===== src/rtl/spi_word_assembler.sv =====
// rtl/spi_word_assembler.sv - packs synchronised SPI bytes MSB-first into words and buffers them in a show-ahead FIFO
module spi_word_assembler #(
    parameter int WORD_BYTES     = 4,
    parameter int TIMEOUT_CYCLES = 64,
    parameter int FIFO_DEPTH     = 4
) (
    input  logic                              clk_sys,
    input  logic                              rst,
    input  logic [7:0]                        byte_in,
    input  logic                              byte_valid,
    output logic [WORD_BYTES*8-1:0]           word_out,
    output logic                              word_valid,
    input  logic                              word_ready,
    output logic                              frame_error,
    output logic                              overflow,
    output logic [$clog2(FIFO_DEPTH):0]       fifo_level
);

    localparam int WW = WORD_BYTES * 8;
    localparam int CW = $clog2(WORD_BYTES + 1);
    localparam int TW = $clog2(TIMEOUT_CYCLES + 1);
    localparam int PW = $clog2(FIFO_DEPTH);
    localparam int LW = PW + 1;

    typedef enum logic {
        S_IDLE,
        S_COLLECT
    } state_t;

    state_t            state_q, state_d;
    logic [WW-1:0]     shift_q, shift_d;
    logic [CW-1:0]     count_q, count_d;
    logic [TW-1:0]     timer_q, timer_d;
    logic              frame_error_q, frame_error_d;
    logic              push_req;
    logic [WW-1:0]     push_word;

    logic [WW-1:0]     mem_q [FIFO_DEPTH];
    logic [WW-1:0]     mem_d [FIFO_DEPTH];
    logic [PW-1:0]     wr_ptr_q, wr_ptr_d;
    logic [PW-1:0]     rd_ptr_q, rd_ptr_d;
    logic [PW-1:0]     rd_next;
    logic [LW-1:0]     level_q, level_d;
    logic [WW-1:0]     word_out_q, word_out_d;
    logic              overflow_q, overflow_d;
    logic              pop;
    logic              full;
    logic              push_ok;

    // Assembler FSM: shift bytes in, push on the last byte, abandon partial words on timeout
    always_comb begin
        state_d       = state_q;
        shift_d       = shift_q;
        count_d       = count_q;
        timer_d       = timer_q;
        frame_error_d = 1'b0;
        push_req      = 1'b0;
        push_word     = {shift_q[WW-9:0], byte_in};
        case (state_q)
            S_IDLE: begin
                if (byte_valid) begin
                    shift_d = {{(WW-8){1'b0}}, byte_in};
                    count_d = CW'(1);
                    timer_d = '0;
                    state_d = S_COLLECT;
                end
            end
            S_COLLECT: begin
                // A byte arriving on the expiry cycle wins over the timeout
                if (byte_valid) begin
                    timer_d = '0;
                    shift_d = push_word;
                    if (count_q + CW'(1) == CW'(WORD_BYTES)) begin
                        push_req = 1'b1;
                        count_d  = '0;
                        state_d  = S_IDLE;
                    end else begin
                        count_d = count_q + CW'(1);
                    end
                end else if (timer_q == TW'(TIMEOUT_CYCLES - 1)) begin
                    frame_error_d = 1'b1;
                    count_d       = '0;
                    timer_d       = '0;
                    state_d       = S_IDLE;
                end else begin
                    timer_d = timer_q + TW'(1);
                end
            end
            default: state_d = S_IDLE;
        endcase
    end

    // FIFO bookkeeping: a full FIFO still accepts a push when the head pops in the same cycle
    always_comb begin
        pop        = (level_q != '0) && word_ready;
        full       = (level_q == LW'(FIFO_DEPTH));
        push_ok    = push_req && (!full || pop);
        overflow_d = overflow_q | (push_req && full && !pop);
        rd_next    = rd_ptr_q + PW'(1);
        mem_d      = mem_q;
        wr_ptr_d   = wr_ptr_q;
        rd_ptr_d   = rd_ptr_q;
        word_out_d = word_out_q;
        if (push_ok) begin
            mem_d[wr_ptr_q] = push_word;
            wr_ptr_d        = wr_ptr_q + PW'(1);
        end
        if (pop) begin
            rd_ptr_d = rd_next;
        end
        level_d = level_q + LW'(push_ok) - LW'(pop);
        // Registered head: load the pushed word into an empty FIFO, or the next entry after a pop
        if (level_q == '0) begin
            if (push_ok) begin
                word_out_d = push_word;
            end
        end else if (pop) begin
            if (level_q == LW'(1)) begin
                if (push_ok) begin
                    word_out_d = push_word;
                end
            end else begin
                word_out_d = mem_q[rd_next];
            end
        end
    end

    // State register with synchronous active-high reset
    always_ff @(posedge clk_sys) begin
        if (rst) begin
            state_q       <= S_IDLE;
            shift_q       <= '0;
            count_q       <= '0;
            timer_q       <= '0;
            frame_error_q <= 1'b0;
            wr_ptr_q      <= '0;
            rd_ptr_q      <= '0;
            level_q       <= '0;
            word_out_q    <= '0;
            overflow_q    <= 1'b0;
        end else begin
            state_q       <= state_d;
            shift_q       <= shift_d;
            count_q       <= count_d;
            timer_q       <= timer_d;
            frame_error_q <= frame_error_d;
            wr_ptr_q      <= wr_ptr_d;
            rd_ptr_q      <= rd_ptr_d;
            level_q       <= level_d;
            word_out_q    <= word_out_d;
            overflow_q    <= overflow_d;
        end
    end

    // Word storage needs no reset; occupancy is tracked by the pointers
    always_ff @(posedge clk_sys) begin
        mem_q <= mem_d;
    end

    assign word_out    = word_out_q;
    assign word_valid  = (level_q != '0);
    assign frame_error = frame_error_q;
    assign overflow    = overflow_q;
    assign fifo_level  = level_q;

endmodule


===== config.mk =====
export PLATFORM = sky130hd
export DESIGN_NAME = spi_word_assembler
export DESIGN_NICKNAME = d
export VERILOG_FILES = /design/src/rtl/spi_word_assembler.sv
export SDC_FILE = /design/constraint.sdc
export NUM_CORES = 1
export LEC_CHECK = 0
export BUFFER_PORTS_ARGS = -buffer_cell sky130_fd_sc_hd__buf_2
export CORE_MARGIN = 10
export CORE_UTILIZATION = 23
export DETAILED_ROUTE_END_ITERATION = 6
export GPL_TIMING_DRIVEN = 0
export PLACE_DENSITY = 0.48
export SYNTH_ARGS = -nofsm -noshare
export SYNTH_HDL_FRONTEND = slang
export SYNTH_SLANG_ARGS = --single-unit
export TNS_END_PERCENT = 10

===== constraint.sdc =====
create_clock -name clk_sys -period 5.5 [get_ports clk_sys]
set_clock_uncertainty 0.15 [all_clocks]
set_input_delay 0.55 -clock clk_sys [delete_from_list [all_inputs] [get_ports clk_sys]]
set_output_delay 0.55 -clock clk_sys [all_outputs]
set_load 0.01 [all_outputs]

==> results of run 1 <==
-- power breakdown --
group / internal, µW / switching (µW)
sequential: 1730 / 87.6
combinational: 460 / 643
clock: 982 / 621
total: 3170 / 1350
-- layout make-up --
type	count	area, µm²
Timing Repair Buffer	51	330.3
Clock inverter	10	103.9
Multi-Input combinational cell	277	2356
Buffer	35	234.0
Clock buffer	34	700.7
Tap cell	455	569.3
Fill cell	3577	24690
Inverter	5	18.77
Sequential cell	204	5365
-- layer usage --
metal	GRT usage (%)	vias up	wire, µm
met5	0	-	13
met4	2.684	2	425
met3	1.348	30	596
met2	15.00	98	9213
met1	11.66	2298	8721
li1	-	2185	-
-- placed cells by master (no fill, tap or decap), drive strengths merged, types with 2 or more instances in the layout --
master / netlist / layout
nand3: 3 / 3
ha: 8 / 8
nor2b: 3 / 3
and2: 4 / 4
dfxtp: 76 / 76
bufinv: 0 / 2
nand2: 5 / 5
nor3: 5 / 5
a41oi: 2 / 2
a311oi: 2 / 2
o22ai: 33 / 33
inv: 5 / 6
o211a: 2 / 2
buf: 29 / 80
xnor2: 5 / 5
a21oi: 37 / 37
a22o: 16 / 16
o21ai: 2 / 2
xor2: 3 / 3
clkbuf: 6 / 40
o2bb2ai: 32 / 32
nand2b: 2 / 2
nor2: 22 / 22
edfxtp: 128 / 128
mux2i: 74 / 74
or3: 2 / 2
clkinv: 0 / 6
and3: 3 / 3
-- registers in the layout (all words and copies together) (netlist names) --
register / flops
count_q: 3
fifo_level: 3
frame_error: 1
mem_q: 128
overflow: 1
rd_ptr_q: 2
shift_q: 24
state_q: 1
timer_q: 7
word_out: 32
wr_ptr_q: 2
-- cells by family after synthesis --
kind of cell,after synthesis
AO/OA/AOI/OAI,131
XOR/XNOR,8
adder cells (fa/ha/maj),9
buffers and inverters,40
flip-flops,204
multiplexers,74
AND/OR/NAND/NOR,55
-- worst max-delay path by stage --
stage | end | slack (ns) | depth (start not counted)
6_report | fifo_level[2]$_SDFF_PP0_ | 2.88 | 9
5_1_grt | fifo_level[2]$_SDFF_PP0_ | 2.61 | 9
4_1_cts | fifo_level[2]$_SDFF_PP0_ | 2.87 | 9
3_5_place_dp | fifo_level[2]$_SDFF_PP0_ | 2.70 | 9
3_3_place_gp | mem_q[21]$_DFFE_PP_ | 2.00 | 4
2_1_floorplan | mem_q[0]$_DFFE_PP_ | 2.92 | 4
-- per-stage QoR --
step | utilization (%) | hold slack, ns | instance area, µm²
2_1_floorplan | - | 0.2933 | 7969
3_3_place_gp | 25.52 | 0.3052 | 8773
3_5_place_dp | 25.82 | 0.3068 | 8874
4_1_cts | 28.16 | 0.1296 | 9678
5_1_grt | 28.16 | 0.1450 | 9678
6_report | 28.16 | 0.1545 | 9678
==> results.sh, run 1 <==
export IMPL_cts_tree="built"
export IMPL_dp_cells=1027
export IMPL_ys_seq_area_share_pct=67.33
export IMPL_antenna_found_initial=1
export IMPL_hold_violations=0
export IMPL_max_vdd_ir_drop_uv=217.2
export IMPL_grt_usage_pct=8.948
export IMPL_via_per_inst=4.307
export IMPL_cts_buffers=24
export IMPL_max_stage_delay_ns=0.39
export IMPL_drt_pass1_iterations=4
export IMPL_synth_top_cell_by_area="edfxtp_1"
export IMPL_drive_gt1_share_pct=25.49
export IMPL_synthCells=521
export IMPL_grt_pass1_wl_mm=29.59
export IMPL_post_route_min_period_ns=2.617
export IMPL_vias=4613
export IMPL_num_io_pins=50
export IMPL_cp_start_kind="register"
export IMPL_setup_ws_ns=2.883
export IMPL_cp_num_buf_inv=0
export IMPL_yosys_area_top_type_share_pct=48.23
export IMPL_end_kind="register"
export IMPL_finalSetupViolCount=0
export IMPL_cts_root_buf="clkbuf_16"
export IMPL_synth_area_leaders="edfxtp_1 48%, dfxtp_1 19%, mux2i_1 9.3%"
export IMPL_yosys_area_share_simple_pct=3.768
export IMPL_cp_max_fo=5
export IMPL_fp_dieW_um=206.1
export IMPL_cap_violations=0
export IMPL_crit_start="count_q[0]$_SDFFE_PP0P_"
export IMPL_cp_slowest_cell="dfxtp_1"
export IMPL_synth_top_family_by_area="compound AO/OA/AOI/OAI gates"
export IMPL_gp_congestion=0.7309
export IMPL_n_antenna_cell=0
export IMPL_core_mm2=0.03437
export IMPL_htreeDepth=1
export IMPL_final_cells=1071
export IMPL_yosys_cell_count_top_type="edfxtp_1"
export IMPL_tns_ns=0
export IMPL_hp_class="in -> reg"
export IMPL_cts_repair_resized=0
export IMPL_reg2reg_depth=9
export IMPL_cp_cell_sequence="ha_1 > nand3_1 > o21ai_0 > o41ai_1 > ha_1 > fa_1 > xnor2_1 > xnor2_1 > nor2_1"
export IMPL_post_dp_hpwl_mm=12.37
export IMPL_rsz0062_at_grt="no"
export IMPL_fin_crit_sh_pct=47.59
export IMPL_ys_ff_latch=204
export IMPL_max_freq_mhz=382.1
export IMPL_postSynth_asyncResetShare_pct=0
export IMPL_gr_total_overflow=0
export IMPL_clk_path_buf_depth=3
export IMPL_postCtsSetupRepairBufs=0
export IMPL_slew_headroom_pct=51.27
export IMPL_r2r_start="count_q[0]$_SDFFE_PP0P_"
export IMPL_synth_area_mux_share_pct=9.295
export IMPL_clk_latency_ns=0.50
export IMPL_areaGrowthSynthToFinish_pct=21.45
export IMPL_min_to="mem_q[68]$_DFFE_PP_"
export IMPL_grt_pass1_vias=4815
export IMPL_dieHeight_um=206.1
export IMPL_power_uw=4525
export IMPL_crit_type="reg -> reg"
export IMPL_drt_iter0_markers=237
export IMPL_worst_ep_arrival_time_ns=2.85
export IMPL_synth_area_mm2=0.007969
export IMPL_routed_wl_mm=18.97
export IMPL_numPortBuffers=47
export IMPL_synthDistinctLibCells=47
export IMPL_clkSlewWorstSetupHoldPaths_ns=0.06
export IMPL_place_ws_ns=2.698
export IMPL_min_from="byte_in[4]"
export IMPL_synth_compound_area_share_pct=13.96
export IMPL_nNetsFinal=619
export IMPL_power_density_mw_per_mm2=467.6
export IMPL_dieArea_mm2=0.04249
export IMPL_required_ns=5.73
export IMPL_p_leak_uw=0.003332
export IMPL_clock_sinks=204
export IMPL_reg2reg_to="fifo_level[2]$_SDFF_PP0_"
export IMPL_synth_xor_area_share_pct=0.9735
export IMPL_synthTopCellsByCount="128 x edfxtp_1, 76 x dfxtp_1, 74 x mux2i_1, 37 x a21oi_1, 32 x o22ai_1"
export IMPL_syn_num_nets=542
export IMPL_synthFlopType="edfxtp_1"
export IMPL_row_count=68
export IMPL_ant_nets=0
export IMPL_worst_pin_slew_ns=0.7208
export IMPL_crit_family="adder cells"
export IMPL_yosysWarnings=0
export IMPL_grt_max_degree=25
export IMPL_regToRegSetupSlack_ns=2.88
export IMPL_holdBufCountCts=0
export IMPL_drc=0
export IMPL_avgSynthCellArea_um2=15.30
export IMPL_status="finished clean"
export IMPL_synth_edf_count=128
export IMPL_hold_depth=1
export IMPL_initial_core_util_pct=23.18
export IMPL_post_synth_fa_ha_maj_area_fraction_pct=1.507
export IMPL_wire_per_inst_um=17.71
export IMPL_slew_violations=0
Note: power is estimated with default switching activity, not from simulation.
==> run 2, diff against run 1 <==
==> constraint.sdc (replaced) <==
create_clock -name clk_sys -period 2.7 [get_ports clk_sys]
set_clock_uncertainty 0.15 [all_clocks]
set_input_delay 0.27 -clock clk_sys [delete_from_list [all_inputs] [get_ports clk_sys]]
set_output_delay 0.27 -clock clk_sys [all_outputs]
set_load 0.01 [all_outputs]
==> results.sh, run 2 (same netlist as run 1, synthesis figures left out) <==
export IMPL_required_ns=2.76
export IMPL_drive_gt1_share_pct=25.40
export IMPL_crit_type="reg -> reg"
export IMPL_postCtsSetupRepairBufs=0
export IMPL_p_leak_uw=0.003376
export IMPL_via_per_inst=4.269
export IMPL_core_mm2=0.03437
export IMPL_fin_crit_sh_pct=93.86
export IMPL_setup_ws_ns=0.1659
export IMPL_drt_pass1_iterations=4
export IMPL_areaGrowthSynthToFinish_pct=22.83
export IMPL_dieHeight_um=206.1
export IMPL_slew_headroom_pct=52.74
export IMPL_worst_pin_slew_ns=0.7063
export IMPL_cts_root_buf="clkbuf_16"
export IMPL_cts_tree="built"
export IMPL_max_vdd_ir_drop_uv=444.3
export IMPL_cp_max_fo=17
export IMPL_max_freq_mhz=394.6
export IMPL_end_kind="register"
export IMPL_grt_max_degree=25
export IMPL_fp_dieW_um=206.1
export IMPL_num_io_pins=50
export IMPL_largest_reg_flops=128
export IMPL_row_count=68
export IMPL_gr_total_overflow=0
export IMPL_grt_pass1_wl_mm=29.72
export IMPL_reg2reg_to="mem_q[56]$_DFFE_PP_"
export IMPL_grt_usage_pct=8.968
export IMPL_wire_per_inst_um=17.53
export IMPL_place_ws_ns=0.08783
export IMPL_gp_congestion=0.7309
export IMPL_clkSlewWorstSetupHoldPaths_ns=0.06
export IMPL_cap_violations=0
export IMPL_r2r_start="count_q[0]$_SDFFE_PP0P_"
export IMPL_status="finished clean"
export IMPL_ant_nets=0
export IMPL_largest_register="mem_q"
export IMPL_antenna_found_initial=0
export IMPL_fin_hold_ws_ns=0.2889
export IMPL_clk_latency_ns=0.50
export IMPL_cp_start_kind="register"
export IMPL_dieArea_mm2=0.04249
export IMPL_rsz0062_at_grt="yes"
export IMPL_drc=0
export IMPL_clk_path_buf_depth=3
export IMPL_nNetsFinal=629
export IMPL_drt_iter0_markers=230
export IMPL_utilization_pct=28.48
export IMPL_cts_buffers=24
export IMPL_clock_sinks=204
export IMPL_initial_core_util_pct=23.18
export IMPL_cp_endpoint="mem_q[56]$_DFFE_PP_"
export IMPL_finalSetupViolCount=0
export IMPL_crit_start="count_q[0]$_SDFFE_PP0P_"
export IMPL_htreeDepth=1
export IMPL_reg2reg_depth=5
export IMPL_final_common_cell="edfxtp_1"
export IMPL_hp_class="in -> reg"
export IMPL_n_antenna_cell=0
export IMPL_hold_violations=0
export IMPL_numPortBuffers=47
export IMPL_routed_wl_mm=18.95
export IMPL_power_uw=9239
export IMPL_grt_pass1_vias=4893
export IMPL_post_dp_hpwl_mm=12.37
export IMPL_slew_violations=0
export IMPL_regToRegSetupSlack_ns=0.17
export IMPL_layout_common_cells="128 x edfxtp_1, 76 x dfxtp_1, 74 x mux2i_1, 60 x buf_2, 37 x a21oi_1"
export IMPL_vias=4615
export IMPL_power_density_mw_per_mm2=943.9
export IMPL_worst_ep_arrival_time_ns=2.59
export IMPL_post_route_min_period_ns=2.534
## run 2: cell types whose count changed in the layout (fill, tap and decap cells not counted)
cell,change
o21ai_2,+1
dlygate4sd3_1,+10
nor4b_2,+1
nor4b_1,-1
o21ai_0,-1
## run 2: how the worst min path moves through the flow
| stage | from | endpoint | slack [ns] | cells past startpoint |
|---|---|---|---|---|
| 3_5_place_dp | word_out[21]$_SDFFE_PP0P_ | word_out[21]$_SDFFE_PP0P_ | 0.31 | 1 |
| 5_1_grt | rst | wr_ptr_q[1]$_SDFFE_PP0P_ | 0.33 | 3 |
| 4_1_cts | rst | overflow$_SDFF_PP0_ | 0.29 | 3 |
| 6_report | rst | overflow$_SDFF_PP0_ | 0.29 | 3 |
| 2_1_floorplan | byte_in[0] | mem_q[0]$_DFFE_PP_ | 0.22 | 0 |
| 3_3_place_gp | word_out[7]$_SDFFE_PP0P_ | word_out[7]$_SDFFE_PP0P_ | 0.31 | 1 |
## run 2: through the flow
| step | instance area [µm²] | TNS (ns) | cells |
|---|---|---|---|
| 3_3_place_gp | 8773 | -73.46 | 1023 |
| 3_5_place_dp | 8874 | 0 | 1027 |
| 6_report | 9788 | 0 | 1081 |
| 5_1_grt | 9788 | -1.381 | 1081 |
| 2_1_floorplan | 7969 | 0 | 521 |
| 4_1_cts | 9778 | 0 | 1081 |
## run 2: area by class of cell
class / count / area, µm²
repair buffers: 61 / 430.4
clock inverters: 10 / 103.9
clock buffers: 34 / 700.7
flip-flops and latches: 204 / 5365
inverters: 5 / 18.77
well taps: 455 / 569.3
plain buffers: 35 / 234.0
fillers: 3570 / 24580
multi-input cells: 277 / 2366
## run 2: worst max-delay path, stage by stage, from the launching register on
cell	delay (ns)
dfxtp_1	0.39
ha_1	0.22
nand3_1	0.26
nor3_2	0.40
and2_2	0.59
buf_16	0.23
## run 2: routing by layer
layer / global-route usage (%) / share of wire (%) / up-vias
li1: - / - / 2197
met1: 11.67 / 46 / 2302
met2: 15.14 / 49 / 89
met3: 1.238 / 3.0 / 27
met4: 2.684 / 2.2 / 0
met5: 0 / 0 / -
## run 2: where the power goes
| group | internal, µW | total, µW | switching [µW] |
|---|---|---|---|
| Combinational | 949 | 2270 | 1320 |
| Sequential | 3530 | 3710 | 179 |
| Clock | 2000 | 3270 | 1270 |
## run 2: timing repair
action / 4_1_cts / 5_1_grt
hold buffers: 10 / 0
endpoints found under the hold margin: 47 / 0
endpoints found under the setup margin: 0 / 33
resized for setup: 0 / 3
==> run 3, diff against run 2 <==
--- a/config.mk
+++ b/config.mk
@@ -5,12 +5,12 @@
 export SDC_FILE = /design/constraint.sdc
 export NUM_CORES = 1
 export LEC_CHECK = 0
-export BUFFER_PORTS_ARGS = -buffer_cell sky130_fd_sc_hd__buf_2
 export CORE_MARGIN = 10
 export CORE_UTILIZATION = 23
 export DETAILED_ROUTE_END_ITERATION = 6
+export DONT_BUFFER_PORTS = 1
 export GPL_TIMING_DRIVEN = 0
-export PLACE_DENSITY = 0.48
+export PLACE_DENSITY = 0.47
 export SYNTH_ARGS = -nofsm -noshare
 export SYNTH_HDL_FRONTEND = slang
 export SYNTH_SLANG_ARGS = --single-unit
==> results.sh, run 3 (same netlist as run 1, synthesis figures left out) <==
export IMPL_power_uw=8806
export IMPL_hp_class="in -> reg"
export IMPL_vias=4535
export IMPL_core_mm2=0.03437
export IMPL_cap_violations=0
export IMPL_drc=0
export IMPL_rsz0062_at_grt="no"
export IMPL_drt_iter0_markers=258
export IMPL_grt_pass1_wl_mm=30.12
export IMPL_cp_max_fo=5
export IMPL_largest_reg_flops=128
export IMPL_p_sw_share_pct=30.55
export IMPL_ant_nets=0
export IMPL_hold_violations=0
export IMPL_grt_pass1_vias=4676
export IMPL_place_ws_ns=0.1132
export IMPL_drt_pass1_iterations=5
export IMPL_power_density_mw_per_mm2=930.0
export IMPL_met1_usage_pct=11.50
export IMPL_antenna_found_initial=0
export IMPL_num_io_pins=50
export IMPL_gp_congestion=0.7303
export IMPL_grt_util_met2_pct=16.01
export IMPL_post_route_min_period_ns=2.465
export IMPL_initial_core_util_pct=23.18
export IMPL_largest_register="mem_q"
export IMPL_top_usage_layer="met2"
export IMPL_finalSetupViolCount=0
export IMPL_fin_hold_ws_ns=0.1561
export IMPL_worst_pin_slew_ns=0.6372
export IMPL_clkSlewWorstSetupHoldPaths_ns=0.06
export IMPL_fillers=3528
export IMPL_p_leak_uw=0.003108
export IMPL_gr_total_overflow=0
export IMPL_seqPwrFrac_pct=44.2
export IMPL_cts_buffers=23
export IMPL_grt_max_degree=25
export IMPL_slew_violations=0
export IMPL_cts_root_buf="clkbuf_16"
export IMPL_status="finished clean"
export IMPL_nNetsFinal=581
export IMPL_row_count=68
export IMPL_via_per_inst=4.394
export IMPL_max_freq_mhz=405.7
export IMPL_dieArea_mm2=0.04249
export IMPL_fp_dieW_um=206.1
export IMPL_setup_ws_ns=0.2351
export IMPL_worst_ep_arrival_time_ns=2.69
export IMPL_clk_latency_ns=0.51
export IMPL_fin_crit_sh_pct=91.29
export IMPL_layout_common_cells="128 x edfxtp_1, 76 x dfxtp_1, 74 x mux2i_1, 37 x a21oi_1, 32 x o22ai_1"
export IMPL_grtUsageMet3_pct=1.740
export IMPL_crit_type="reg -> reg"
export IMPL_clock_sinks=204
export IMPL_postCtsSetupRepairBufs=0
export IMPL_areaGrowthSynthToFinish_pct=18.83
export IMPL_end_kind="register"
export IMPL_dieHeight_um=206.1
export IMPL_cp_start_kind="register"
export IMPL_tns_ns=0
export IMPL_intPower_uw=6116
export IMPL_switchingPower_uw=2690
export IMPL_htreeDepth=1
export IMPL_power_frac_comb_pct=21.8
export IMPL_required_ns=2.92
export IMPL_clk_path_buf_depth=3
export IMPL_cts_tree="built"
export IMPL_slew_headroom_pct=57.20
export IMPL_final_common_cell="edfxtp_1"
export IMPL_n_antenna_cell=0
export IMPL_wire_per_inst_um=19.03
export IMPL_power_frac_clock_pct=34.0
export IMPL_numPortBuffers=0
export IMPL_routed_wl_mm=19.64
export IMPL_max_vdd_ir_drop_uv=398.8
export IMPL_drive_gt1_share_pct=19.06
export IMPL_post_dp_hpwl_mm=12.87
export IMPL_grt_usage_pct=9.254
==> run 3: cell count changes in the layout (fill, tap and decap cells not counted), sizes merged <==
cell      before  now
buf           80   33
bufinv         2    0
clkbuf        40   41
clkinvlp       1    0
==> run 3: per-stage QoR <==
step	util (%)	instance area, µm²	instances
after floorplan	-	7969	521
after global placement	24.84	8538	976
after detailed placement	25.09	8623	980
after CTS	27.53	9463	1032
after global routing	27.55	9469	1032
final	27.55	9469	1032
==> run 3: path summary, 6_finish.rpt <==
path                                         startpoint                  endpoint  slack, ns  depth (start not counted)
worst max-delay path            count_q[0]$_SDFFE_PP0P_  fifo_level[2]$_SDFF_PP0_       0.24                          9
worst min-delay path                         word_ready  word_out[0]$_SDFFE_PP0P_       0.16                          3
worst max register to register  count_q[0]$_SDFFE_PP0P_  fifo_level[2]$_SDFF_PP0_       0.24                          9
worst min register to register  timer_q[6]$_SDFFE_PP0P_   timer_q[6]$_SDFFE_PP0P_       0.33                          2
==> run 3: area by class of cell <==
| class | count | area, µm² | area share, % |
|---|---|---|---|
| sequential | 204 | 5365 | 56.66 |
| multi-input combinational | 277 | 2362 | 24.95 |
| clock buffer | 35 | 700.7 | 7.400 |
| tap | 455 | 569.3 | 6.012 |
| buffer | 35 | 234.0 | 2.471 |
| timing repair buffer | 14 | 180.2 | 1.903 |
| clock inverter | 7 | 38.79 | 0.4096 |
| inverter | 5 | 18.77 | 0.1982 |
==> run 3: worst max-delay path, stage by stage (launching register included) <==
cell and delay, ns:
dfxtp_1 0.38, ha_1 0.21, nand3_1 0.24, o21ai_1 0.29
o41ai_1 0.12, ha_1 0.21, fa_1 0.38, xnor2_1 0.18
xnor2_1 0.14, nor2_1 0.05
==> run 3: power groups by stage <==
stage	Combinational, µW	Sequential, µW	Clock, µW
CTS	1960	3920	3060
global route	2100	3940	3210
floorplan	1470	3840	0
global placement	1910	3980	0
finish	1920	3900	2990
detailed placement	1930	3980	0
==> run 3: repair_timing <==
| action | in CTS | in global routing |
|---|---|---|
| hold buffers | 10 | 0 |
| resized for setup | 0 | 2 |
| setup endpoints to repair | 0 | 1 |
| endpoints found under the hold margin | 50 | 0 |
==> run 3: routing by layer <==
layer  wire [µm]  vias to the layer above
met5           0                        -
met4         350                        0
met3         679                       23
met2        9899                       80
met1        8714                     2317
li1            -                     2115
